### src/rtl/itr_ctrl_pkg.sv
// Shared types and command codes for the itr_ctrl interrupt controller.
// Build option: define ITR_CTRL_RR_EN for round-robin arbitration (default fixed priority).
package itr_ctrl_pkg;

    typedef enum logic [1:0] {
        IDLE,
        REQ,
        SVC
    } state_t;

    localparam logic [1:0] CFG_MASK = 2'd0;
    localparam logic [1:0] CFG_CLR  = 2'd1;
    localparam logic [1:0] CFG_EOI  = 2'd2;

endpackage

### src/rtl/itr_ctrl_if.sv
// Bus bundle between the core-side I/O decode (master) and itr_ctrl (slave).
// Build option ITR_CTRL_RR_EN does not affect this interface.
interface itr_ctrl_if #(
    parameter int NSRC   = 4,
    parameter int MINSTW = 9
);
    localparam int IDW = $clog2(NSRC);

    logic [NSRC-1:0]   irq_in;
    logic [MINSTW-1:0] instr_addr;
    logic              cfg_we;
    logic [1:0]        cfg_sel;
    logic [NSRC-1:0]   cfg_data;
    logic              itr;
    logic [IDW-1:0]    src_id;
    logic              in_service;
    logic [NSRC-1:0]   pending;
    logic [NSRC-1:0]   mask;

    modport master (
        output irq_in, instr_addr, cfg_we, cfg_sel, cfg_data,
        input  itr, src_id, in_service, pending, mask
    );

    modport slave (
        input  irq_in, instr_addr, cfg_we, cfg_sel, cfg_data,
        output itr, src_id, in_service, pending, mask
    );

endinterface

### src/rtl/itr_ctrl_arb.sv
// Combinational winner select: first set request searching upward from ptr+1, wrapping.
// Under the default build (ITR_CTRL_RR_EN undefined) ptr is tied to NSRC-1, giving lowest-index priority.
module itr_arb #(
    parameter int NSRC = 4,
    parameter int IDW  = 2
) (
    input  logic [NSRC-1:0] req,
    input  logic [IDW-1:0]  ptr,
    output logic            valid,
    output logic [IDW-1:0]  winner
);

    int unsigned idx;

    always_comb begin
        valid  = 1'b0;
        winner = '0;
        idx    = 0;
        for (int unsigned k = 0; k < NSRC; k++) begin
            idx = (32'(ptr) + 1 + k) % NSRC;
            if (!valid && req[IDW'(idx)]) begin
                valid  = 1'b1;
                winner = IDW'(idx);
            end
        end
    end

endmodule

### src/rtl/itr_ctrl.sv
// Interrupt controller: edge-latched pending, mask, arbitration and IDLE/REQ/SVC handshake with the core.
// Build option: define ITR_CTRL_RR_EN for round-robin arbitration (default fixed priority, lowest index).
module itr_ctrl
    import itr_ctrl_pkg::*;
#(
    parameter int NSRC   = 4,
    parameter int MINSTW = 9,
    parameter int ITRADD = 1
) (
    input logic       clk,
    input logic       rst,
    itr_ctrl_if.slave bus
);

    localparam int IDW = $clog2(NSRC);

    state_t          state, next_state;
    logic [NSRC-1:0] irq_d, pending_q, mask_q;
    logic [NSRC-1:0] rises, clr_vec, gnt_vec;
    logic [IDW-1:0]  src_q, winner, ptr;
    logic            itr_q, in_service_q, itr_nx, svc_nx;
    logic            arb_valid, grant, eoi, ack;

    assign rises   = bus.irq_in & ~irq_d;
    assign eoi     = bus.cfg_we && (bus.cfg_sel == CFG_EOI);
    assign clr_vec = (bus.cfg_we && (bus.cfg_sel == CFG_CLR)) ? bus.cfg_data : '0;
    assign ack     = (bus.instr_addr == MINSTW'(ITRADD));
    assign grant   = (state == IDLE) && arb_valid;
    assign gnt_vec = grant ? (NSRC'(1) << winner) : '0;

`ifdef ITR_CTRL_RR_EN
    logic [IDW-1:0] last_q;

    always_ff @(posedge clk) begin
        if (rst)        last_q <= '0;
        else if (grant) last_q <= winner;
    end

    assign ptr = last_q;
`else
    assign ptr = IDW'(NSRC - 1);
`endif

    itr_arb #(
        .NSRC (NSRC),
        .IDW  (IDW)
    ) u_arb (
        .req    (pending_q & mask_q),
        .ptr    (ptr),
        .valid  (arb_valid),
        .winner (winner)
    );

    always_ff @(posedge clk) begin
        if (rst) state <= IDLE;
        else     state <= next_state;
    end

    always_comb begin
        next_state = state;
        unique case (state)
            IDLE:    if (arb_valid) next_state = REQ;
            REQ:     if (ack)       next_state = SVC;
            SVC:     if (eoi)       next_state = IDLE;
            default:                next_state = IDLE;
        endcase
    end

    // Outputs are decoded from next_state so the registered copies line up with the state register.
    always_comb begin
        itr_nx = (next_state == REQ);
        svc_nx = (next_state == SVC);
    end

    always_ff @(posedge clk) begin
        if (rst) begin
            irq_d        <= '0;
            pending_q    <= '0;
            mask_q       <= '0;
            src_q        <= '0;
            itr_q        <= 1'b0;
            in_service_q <= 1'b0;
        end else begin
            irq_d        <= bus.irq_in;
            // Edges are OR-ed last so a new event survives both a clear and its own grant.
            pending_q    <= (pending_q & ~clr_vec & ~gnt_vec) | rises;
            itr_q        <= itr_nx;
            in_service_q <= svc_nx;
            if (bus.cfg_we && (bus.cfg_sel == CFG_MASK)) mask_q <= bus.cfg_data;
            if (grant) src_q <= winner;
        end
    end

    assign bus.itr        = itr_q;
    assign bus.src_id     = src_q;
    assign bus.in_service = in_service_q;
    assign bus.pending    = pending_q;
    assign bus.mask       = mask_q;

endmodule

### src/flat_wrapper.sv
// flat-port wrapper written by rule: the top's interface ports become plain ports
module itr_ctrl_flat import itr_ctrl_pkg::*;
#(
    parameter int NSRC   = 4,
    parameter int MINSTW = 9,
    parameter int ITRADD = 1
)
  (clk, rst, bus_irq_in, bus_instr_addr, bus_cfg_we, bus_cfg_sel, bus_cfg_data, bus_itr, bus_src_id, bus_in_service, bus_pending, bus_mask);
  itr_ctrl_if #(.NSRC(NSRC), .MINSTW(MINSTW)) bus_i ();
  input logic clk;
  input logic rst;
  input wire logic [$bits(bus_i.irq_in)-1:0] bus_irq_in;
  input wire logic [$bits(bus_i.instr_addr)-1:0] bus_instr_addr;
  input wire logic [$bits(bus_i.cfg_we)-1:0] bus_cfg_we;
  input wire logic [$bits(bus_i.cfg_sel)-1:0] bus_cfg_sel;
  input wire logic [$bits(bus_i.cfg_data)-1:0] bus_cfg_data;
  output wire logic [$bits(bus_i.itr)-1:0] bus_itr;
  output wire logic [$bits(bus_i.src_id)-1:0] bus_src_id;
  output wire logic [$bits(bus_i.in_service)-1:0] bus_in_service;
  output wire logic [$bits(bus_i.pending)-1:0] bus_pending;
  output wire logic [$bits(bus_i.mask)-1:0] bus_mask;
  assign bus_i.irq_in = bus_irq_in;
  assign bus_i.instr_addr = bus_instr_addr;
  assign bus_i.cfg_we = bus_cfg_we;
  assign bus_i.cfg_sel = bus_cfg_sel;
  assign bus_i.cfg_data = bus_cfg_data;
  assign bus_itr = bus_i.itr;
  assign bus_src_id = bus_i.src_id;
  assign bus_in_service = bus_i.in_service;
  assign bus_pending = bus_i.pending;
  assign bus_mask = bus_i.mask;
  itr_ctrl #(.NSRC(NSRC), .MINSTW(MINSTW), .ITRADD(ITRADD)) u_core (.clk(clk), .rst(rst), .bus(bus_i));
endmodule
### config.mk
export PLATFORM = sky130hd
export DESIGN_NAME = itr_ctrl_flat
export DESIGN_NICKNAME = d
export VERILOG_FILES = /design/src/rtl/itr_ctrl_pkg.sv /design/src/rtl/itr_ctrl_if.sv /design/src/rtl/itr_ctrl_arb.sv /design/src/rtl/itr_ctrl.sv /design/src/flat_wrapper.sv
export SDC_FILE = /design/constraint.sdc
export NUM_CORES = 1
export LEC_CHECK = 0
export BUFFER_PORTS_ARGS = -buffer_cell sky130_fd_sc_hd__buf_2
export CORE_ASPECT_RATIO = 1.1
export CORE_MARGIN = 2
export CORE_UTILIZATION = 49
export DETAILED_ROUTE_END_ITERATION = 10
export PLACE_DENSITY_LB_ADDON = 0.2
export SLEW_MARGIN = 20
export SYNTH_ARGS = -nofsm -noshare
export SYNTH_HDL_FRONTEND = slang
export SYNTH_HIERARCHICAL = 1
export SYNTH_SLANG_ARGS = --single-unit
export TNS_END_PERCENT = 100
### constraint.sdc
create_clock -name clk -period 2.67 [get_ports clk]
set_input_delay 0.1335 -clock clk [delete_from_list [all_inputs] [get_ports clk]]
set_output_delay 0.1335 -clock clk [all_outputs]
set_load 0.1 [all_outputs]
After elaboration in Yosys (flattened, before gate mapping)
Index checks and enable logic that the tools add are counted.
{"block": "word_totals", "regBits": 18, "latch_bits": 0, "ram_bits": 0, "rom_bits": 0, "output_inout_bits": 12, "word_cells": 48, "memories": 0}
{"block": "classes", "n_addsub": 0, "mul": 0, "div": 0, "n_lt_le_gt_ge": 0, "eq_ne": 7, "n_shift": 1, "n_mux": 13, "n_bitwise": 8, "n_reduce_logical": 12}
{"cell": "bitwise AND 4 bit", "n": 4}
{"cell": "NOT 4 bit", "n": 3}
{"cell": "2-to-1 mux 2 bit", "n": 5}
{"cell": "equality test 9 x 1 -> 1 bit, second input constant", "n": 1}
{"cell": "2-to-1 mux 4 bit", "n": 2}
{"cell": "logical AND 1 bit", "n": 7}
{"cell": "equality test 2 x 1 -> 1 bit, second input constant", "n": 3}
{"cell": "equality test 2 bit, second input constant", "n": 3}
{"cell": "one-hot mux 2 bit (3 select lines)", "n": 1}
{"cell": "2-to-1 mux 1 bit", "n": 5}
{"cell": "zero test 2 bit", "n": 2}
{"cell": "bitwise OR 4 bit", "n": 1}
{"cell": "left shift 1 x 2 -> 4 bit, first input constant", "n": 1}
{"cell": "zero test 1 bit", "n": 3}

Longest topological paths before layout
Gate-level depths: netlist of the first run.
{"block": "depth", "word_depth": 16, "mapped_depth": 7, "mapped_depth_nobuf": 7}

Hierarchy
The synthesis of the first run kept the hierarchy.
{"mod": "itr_ctrl", "instances": 1, "cells_per_inst": 80, "area_per_inst_um2": 753.2, "seq_area_each_um2": 360.3}
{"mod": "itr_arb", "instances": 1, "cells_per_inst": 14, "area_per_inst_um2": 91.3, "seq_area_each_um2": 0.0}

Least setup slack after synthesis of the first run
Ideal clock, no wire load.
{"block": "synth_path", "kind": "reg2reg", "startpoint": "register u_core.mask_q[1] (netlist: u_core/bus.mask[1])", "endpoint": "register u_core.pending_q[0] (netlist: u_core/bus.pending[0])", "setup_time_ns": 0.120, "t_arrival_ns": 1.969, "path_slack_ns": 0.581, "path_stages_with_launch": 7, "n_path_buf": 0, "synth_period_minus_slack_ns": 2.089, "cell_sequence": "dfxtp_1 > and2_1 > nor2_1 > nand2_1 > or3b_1 > nor3_1 > o2bb2ai_1"}
{"block": "synth_via", "elab_chain_cells": 14, "word_cells_on_any_way": 18}
{"element": "from (decl)", "line": "itr_ctrl.sv:18", "rtl": "logic [NSRC-1:0] irq_d, pending_q, mask_q;"}
{"element": "from (signal assigned)", "line": "itr_ctrl.sv:89", "rtl": "if (bus.cfg_we && (bus.cfg_sel == CFG_MASK)) mask_q <= bus.cfg_data;"}
{"element": "bitwise AND 4 bit (*)", "line": "itr_ctrl.sv:48", "rtl": ".req (pending_q & mask_q),"}
{"element": "logical AND 1 bit (*)", "line": "itr_ctrl_arb.sv:21", "rtl": "if (!valid && req[IDW'(idx)]) begin"}
{"element": "2-to-1 mux 1 bit (*)", "line": "itr_ctrl_arb.sv:21"}
{"element": "zero test 1 bit", "line": "itr_ctrl_arb.sv:21"}
{"element": "logical AND 1 bit", "line": "itr_ctrl_arb.sv:21"}
{"element": "2-to-1 mux 1 bit (*)", "line": "itr_ctrl_arb.sv:21"}
{"element": "zero test 1 bit", "line": "itr_ctrl_arb.sv:21"}
{"element": "logical AND 1 bit", "line": "itr_ctrl_arb.sv:21"}
{"element": "2-to-1 mux 1 bit (*)", "line": "itr_ctrl_arb.sv:21"}
{"element": "net u_core.arb_valid", "line": "itr_ctrl.sv:22", "rtl": "logic arb_valid, grant, eoi, ack;"}
{"element": "logical AND 1 bit (*)", "line": "itr_ctrl.sv:28", "rtl": "assign grant = (state == IDLE) && arb_valid;"}
{"element": "2-to-1 mux 4 bit (*)", "line": "itr_ctrl.sv:29", "rtl": "assign gnt_vec = grant ? (NSRC'(1) << winner) : '0;"}
{"element": "NOT 4 bit (*)", "line": "itr_ctrl.sv:86", "rtl": "pending_q <= (pending_q & ~clr_vec & ~gnt_vec) | rises;"}
{"element": "bitwise AND 4 bit (*)", "line": "itr_ctrl.sv:86"}
{"element": "bitwise OR 4 bit (*)", "line": "itr_ctrl.sv:86"}
{"element": "to (signal assigned)", "line": "itr_ctrl.sv:86"}
{"element": "to (decl)", "line": "itr_ctrl.sv:18"}
The timed path passes the listed nets; every way through them passes the cells marked *.
A chain may end at the register's enable or synchronous reset.

Worst setup path in the final report of the first run
{"block": "layout_path", "startpoint": "register u_core.pending_q[2] (netlist: u_core/bus.pending[2])", "endpoint": "register u_core.pending_q[1] (netlist: u_core/bus.pending[1])"}
{"block": "layout_via", "elab_chain_cells": 11, "word_cells_on_any_way": 14}
{"element": "bitwise AND 4 bit (*)", "line": "itr_ctrl.sv:48"}
{"element": "logical AND 1 bit (*)", "line": "itr_ctrl_arb.sv:21"}
{"element": "2-to-1 mux 1 bit", "line": "itr_ctrl_arb.sv:21"}
{"element": "zero test 1 bit", "line": "itr_ctrl_arb.sv:21"}
{"element": "logical AND 1 bit", "line": "itr_ctrl_arb.sv:21"}
{"element": "2-to-1 mux 2 bit (*)", "line": "itr_ctrl_arb.sv:21"}
{"element": "net u_core.winner[0]", "line": "itr_ctrl.sv:20", "rtl": "logic [IDW-1:0] src_q, winner, ptr;"}
{"element": "left shift 1 x 2 -> 4 bit (*)", "line": "itr_ctrl.sv:29"}
{"element": "2-to-1 mux 4 bit (*)", "line": "itr_ctrl.sv:29"}
{"element": "NOT 4 bit (*)", "line": "itr_ctrl.sv:86"}
{"element": "bitwise AND 4 bit (*)", "line": "itr_ctrl.sv:86"}
{"element": "bitwise OR 4 bit (*)", "line": "itr_ctrl.sv:86"}
Marks and branches as above.

==> results of run 1 <==
## cell usage in the layout (no fill, tap or decap), types with 2 or more instances in the layout
cell,synthesis,layout
a211o_1,2,2
a21oi_1,6,6
a22o_1,2,2
a31oi_1,3,3
and2_1,4,4
buf_2,1,33
clkbuf_4,0,3
conb_1,1,9
dfxtp_1,18,18
inv_1,7,7
mux2i_1,5,5
nand2_1,7,7
nand2b_1,5,5
nor2_1,9,9
nor2b_1,4,4
nor3b_1,2,2
o21ai_0,4,4
## cell families (layout without fill, tap and decap cells)
kind of cell	Yosys count	after routing	synth area share [%]
simple gates	41	41	29.33
compound gates	21	21	17.93
flops	18	18	42.67
buf+inv	8	43	3.704
mux	5	5	5.926
other cells	1	9	0.4440
## stage by stage
step,std cells,cell area [sq um],setup slack [ns]
finish,154,1079,1.079
detailed placement,151,1056,1.142
global route,154,1079,0.9688
floorplan,102,874.6,0.5814
global placement,151,1056,1.144
CTS,154,1079,1.103
## flip-flops by register name, summed over array words and instances, names as in the netlist
name	count
u_core/bus.itr	1
u_core/bus.in_service	1
u_core/bus.pending	4
u_core/irq_d	4
u_core/bus.src_id	2
u_core/bus.mask	4
u_core/state	2
## routing by layer
metal,up-vias,track usage (%),part of all wire (%)
li1,403,-,-
met1,358,25.35,46
met2,27,30.88,47
met3,4,2.264,6.0
met4,0,9.091,0.67
met5,-,0,0
## how the worst max path moves through the flow
stage	to	slack, ns
2_1_floorplan	u_core/bus.pending[0]	0.58
3_3_place_gp	u_core/bus.pending[1]	1.14
3_5_place_dp	u_core/bus.pending[1]	1.14
4_1_cts	u_core/bus.pending[1]	1.10
5_1_grt	u_core/bus.pending[1]	0.97
6_report	u_core/bus.pending[1]	1.08
## layout make-up
type | instances | share of cell area [%]
multi-input cells | 76 | 44.78
repair buffers | 33 | 15.31
well taps | 17 | 1.972
clock buffers | 3 | 2.088
inverters | 7 | 2.436
flip-flops and latches | 18 | 33.41
## report_power, final
group          switching, W  internal, W  total (W)
logic              0.000100    0.0000367   0.000137
registers        0.00000726     0.000282   0.000289
clock network     0.0000777    0.0000523   0.000130
## worst reg2reg max path, stage by stage (launching register included)
cell and delay (ns):
dfxtp_1 0.33, and2_1 0.18, and2b_1 0.25, a21oi_2 0.05, o221ai_2 0.26, nand4bb_1 0.17
nor2_1 0.18, o2bb2ai_2 0.08
==> impl_metrics.py, run 1 <==
metrics = {
    "finish": {
        "post-route-util_pct": 67.61,
        "multi_input_area_sq_um": 483.0,
        "area_growth_pct": 27.70,
        "diodes": 0,
        "drive_gt1_share_pct": 30.66,
        "nets": 161,
        "fill_cells": 150,
        "regArea_sq_um": 360.3,
    },
    "synthesis": {
        "synthCells": 94,
        "yosys-top-cells-count": "dfxtp_1, nor2_1, inv_1, nand2_1, a21oi_1",
        "synth_ff_type": "dfxtp_1",
        "synth_seq_cells": 18,
        "yosysUniqueCellTypes": 30,
        "synth.avg_cell_area_sq_um": 8.985,
        "yosysMostFrequentCell": "dfxtp_1",
        "yosysSeqAreaShare_pct": 42.67,
        "synth_warnings": 6,
        "yosys-top-cells-area": "dfxtp_1, mux2i_1, nor2_1, nand2b_1, a21oi_1",
        "syn_area_sq_um": 844.6,
        "synth_edf_count": 0,
        "synth_top_area_share_pct": 42.67,
        "synth_area_leader_cell": "dfxtp_1",
        "synthArstFlopShare_pct": 0,
    },
    "timing": {
        "period_minus_slack_ns": 1.591,
        "clock-skew-final_ns": 0.0008163,
        "rsz0062_at_grt": "false",
        "setup_viol": 0,
        "max_freq_mhz": 628.6,
        "hold_viol_final": 0,
        "setup_tns_ns": 0,
        "drv_slew": 0,
        "whs_ns": 0.1014,
        "post-route-period-util_pct": 59.58,
    },
    "drt": {
        "routedWlPerCell_um": 11.66,
        "antenna_left": 0,
        "first_pass_iters": 4,
        "remaining_drc_errors": 0,
        "drt_wl_total_um": 1796,
        "via_per_inst": 5.143,
        "dr.first_iter.drc_count": 16,
        "vias": 792,
    },
    "outcome": {
        "status": "finished, final reports clean",
    },
    "setup_path": {
        "rr_worst_depth": 7,
        "critical_path_class": "reg2reg",
        "worst_setup_path_start_kind": "flop",
        "rr_endpoint": "u_core/bus.pending[1]",
        "cp.required_ns": 2.86,
        "crit_slowest_cell": "dfxtp_1",
        "crit_path_end_kind": "flop",
        "rr_startpoint": "u_core/bus.pending[2]",
        "cp.depth": 7,
        "worst-path-buf-inv": 0,
        "crit_chain": "and2_1, and2b_1, a21oi_2, o221ai_2, nand4bb_1, nor2_1, o2bb2ai_2",
        "worstPathMaxFanout": 4,
        "cp-startpoint": "u_core/bus.pending[2]",
        "arrival_ns": 1.78,
        "crit_family": "simple AND/OR/NAND/NOR gates",
        "max_stage_delay_ns": 0.33,
        "r2r_setup_slack_ns": 1.08,
    },
    "worst_hold_path": {
        "min_path_cells": 3,
        "whs_endpoint": "u_core/bus.mask[0]",
        "hold_path.startpoint": "bus_cfg_data[0]",
        "min_path_type": "in2reg",
    },
    "floorplan": {
        "io_pins": 34,
        "die_h_um": 47.54,
        "die-area_sq_um": 2072,
        "fp-row-count": 15,
        "dieWidth_um": 43.59,
        "start_util_pct": 52.94,
        "core-area_sq_um": 1595,
    },
    "clock_network": {
        "cts_buffers": 3,
        "cts_resized": 0,
        "post_cts_buffers": 0,
        "worstSkewPairLatency_ns": 0.28,
        "clock-sinks": 18,
        "cts-htree-levels": 1,
        "clock_path_buffers": 2,
        "path_clk_slew_ns": 0.10,
        "cts_root_buf": "clkbuf_4",
        "cts_tree": "done",
        "cts_hold_buf": 0,
    },
    "placed_design": {
        "io_buffers": 33,
        "dp.final_hpwl_um": 1379,
        "routabilityCongestion": 0.7526,
    },
    "global_routing": {
        "grt_usage_pct": 18.97,
        "grt_max_degree": 17,
        "antenna_found_initial": 0,
        "first_global_vias": 699,
        "grt_pass1_wl_um": 2870,
        "grt-ovfl-total": 0,
    },
    "pwr": {
        "peakVddDrop_uv": 330.1,
        "p_leak_nw": 0.5103,
        "p_total_w": 0.0005561,
        "power-per-cell-area_nw_per_um2": 515.6,
    },
    "run": {
        "drv_cap": 0,
    },
}
(Power assumes the default switching activity.)
==> run 2: changes to the inputs <==
--- a/config.mk
+++ b/config.mk
@@ -8,7 +8,7 @@
 export BUFFER_PORTS_ARGS = -buffer_cell sky130_fd_sc_hd__buf_2
 export CORE_ASPECT_RATIO = 1.1
 export CORE_MARGIN = 2
-export CORE_UTILIZATION = 49
+export CORE_UTILIZATION = 41
 export DETAILED_ROUTE_END_ITERATION = 10
 export PLACE_DENSITY_LB_ADDON = 0.2
 export SLEW_MARGIN = 20
==> constraint.sdc (replaced) <==
create_clock -name clk -period 1.39 [get_ports clk]
set_input_delay 0.0695 -clock clk [delete_from_list [all_inputs] [get_ports clk]]
set_output_delay 0.0695 -clock clk [all_outputs]
set_load 0.1 [all_outputs]
==> run 2 against run 1 <==
  * The run now ends with setup timing left
  * Total power increased by 98%
  * Sequential share of layout area decreased by 3.3 points
  * Via count increased by 6.6%
  * Worst setup slack got worse by 1.2 ns
  * Clock skew increased by 0.0071 ns
==> impl_metrics.py, run 2 (synthesis results as in run 1) <==
metrics = {
    "clock_network": {
        "clock_path_buffers": 2,
        "worstSkewPairLatency_ns": 0.28,
        "path_clk_slew_ns": 0.10,
        "clock-sinks": 18,
        "cts_hold_buf": 0,
        "cts_root_buf": "clkbuf_4",
        "cts_buffers": 3,
        "cts_tree": "done",
        "cts-htree-levels": 1,
    },
    "setup_path": {
        "arrival_ns": 1.74,
        "rr_worst_depth": 7,
        "crit_slowest_cell": "dfxtp_4",
        "critical_path_class": "reg2reg",
        "max_stage_delay_ns": 0.35,
        "crit_path_end_kind": "flop",
        "worstPathMaxFanout": 4,
        "crit_chain": "and2_4, and2b_1, a21oi_2, o221ai_2, buf_4, nand3_2, a22o_1",
        "cp.required_ns": 1.57,
        "worst_setup_path_start_kind": "flop",
    },
    "drt": {
        "routedWlPerCell_um": 11.02,
        "remaining_drc_errors": 0,
        "antenna_left": 0,
        "vias": 844,
        "dr.first_iter.drc_count": 8,
        "via_per_inst": 4.637,
        "drt_wl_total_um": 2006,
        "first_pass_iters": 2,
    },
    "timing": {
        "hold_viol_final": 0,
        "whs_ns": 0.04658,
        "fin_ws_ns": -0.1644,
        "drv_slew": 0,
        "post-route-period-util_pct": 111.8,
        "setup_tns_ns": -0.4778,
        "clock-skew-final_ns": 0.007913,
        "rsz0062_at_grt": "true",
        "setup_viol": 5,
        "max_freq_mhz": 643.3,
        "period_minus_slack_ns": 1.554,
    },
    "pwr": {
        "p_leak_nw": 0.6194,
        "switching_power_w": 0.0003613,
        "clock_power_share_pct": 22.2,
        "p_int_w": 0.0007387,
        "pwr-share-comb_pct": 27.7,
        "sw_frac_of_total_pct": 32.85,
        "peakVddDrop_uv": 553.3,
        "seq_power_share_pct": 50.1,
        "power-per-cell-area_nw_per_um2": 847.8,
    },
    "placed_design": {
        "io_buffers": 33,
        "place_inst": 175,
        "dpl_cell_area_sq_um": 1207,
        "dp.final_hpwl_um": 1628,
        "dpl_worst_slack_ns": -0.1136,
        "routabilityCongestion": 0.7168,
    },
    "finish": {
        "fin_area_sq_um": 1297,
        "nets": 178,
        "drive_gt1_share_pct": 50.00,
        "final_common_cell": "buf_2",
        "area_growth_pct": 53.63,
        "mostFrequentLayoutCells": "buf_2, buf_4, dfxtp_1",
        "diodes": 0,
        "final_cells": 182,
    },
    "global_routing": {
        "grt_pass1_wl_um": 3167,
        "first_global_vias": 792,
        "grt-ovfl-total": 0,
        "grt_max_degree": 17,
        "grt_usage_pct": 18.09,
        "antenna_found_initial": 0,
    },
    "outcome": {
        "failed_checks": "setup timing",
        "status": "finished, violations left",
    },
    "floorplan": {
        "io_pins": 34,
        "fp-row-count": 17,
        "start_util_pct": 42.69,
        "die-area_sq_um": 2439,
        "core-area_sq_um": 1978,
        "die_h_um": 51.60,
        "dieWidth_um": 47.28,
    },
    "run": {
        "drv_cap": 0,
    },
    "worst_hold_path": {
        "min_path_cells": 2,
        "min_path_type": "in2reg",
    },
}
[run 2: metrics by stage]
stage	total power [W]	utilization, %
2_1_floorplan	0.0007639	-
3_3_place_gp	0.0008465	61.04
3_5_place_dp	0.0008538	61.04
4_1_cts	0.001104	63.25
5_1_grt	0.001144	65.59
6_report	0.001100	65.59
[run 2: repair_timing]
item	CTS	global route
setup endpoints to repair	5	6
pin swaps	1	7
buffers inserted	1	3
gates resized for setup	5	5
[run 2: path summary, 6_finish.rpt]
kind                        start  slack (ns)                    end
min reg2reg  u_core/bus.src_id[0]        0.48   u_core/bus.src_id[0]
max            u_core/bus.mask[2]       -0.16  u_core/bus.pending[3]
min                 bus_irq_in[3]        0.05        u_core/irq_d[3]
max reg2reg    u_core/bus.mask[2]       -0.16  u_core/bus.pending[3]
[run 2: critical path: cells and delay by family (launching register included)]
kind                   cells  cell delay, ns
AOI/OAI and AO/OA          3            0.50
buffers and inverters      1            0.17
DFF                        1            0.35
and+or+nand+nor            3            0.44
[run 2: power groups by stage]
stage / sequential (W) / combinational, W / clock [W]
CTS: 0.000551 / 0.000297 / 0.000256
detailed placement: 0.000562 / 0.000291 / 0
global placement: 0.000560 / 0.000286 / 0
finish: 0.000551 / 0.000305 / 0.000244
floorplan: 0.000692 / 0.0000717 / 0
global route: 0.000555 / 0.000325 / 0.000264
[run 2: area by class of cell]
cell class / instances / area (sq um)
fill: 194 / 680.7
timing repair buffer: 50 / 292.8
sequential: 18 / 390.4
clock buffer: 3 / 22.52
multi-input combinational: 76 / 530.5
tap: 28 / 35.03
inverter: 7 / 26.28
[run 2: metal layers]
layer	global-route usage, %	vias up	wire length (um)
met5	0	-	0
met4	6.944	0	12
met3	2.083	2	69
met2	34.01	16	1090
met1	19.35	384	834
li1	-	442	-
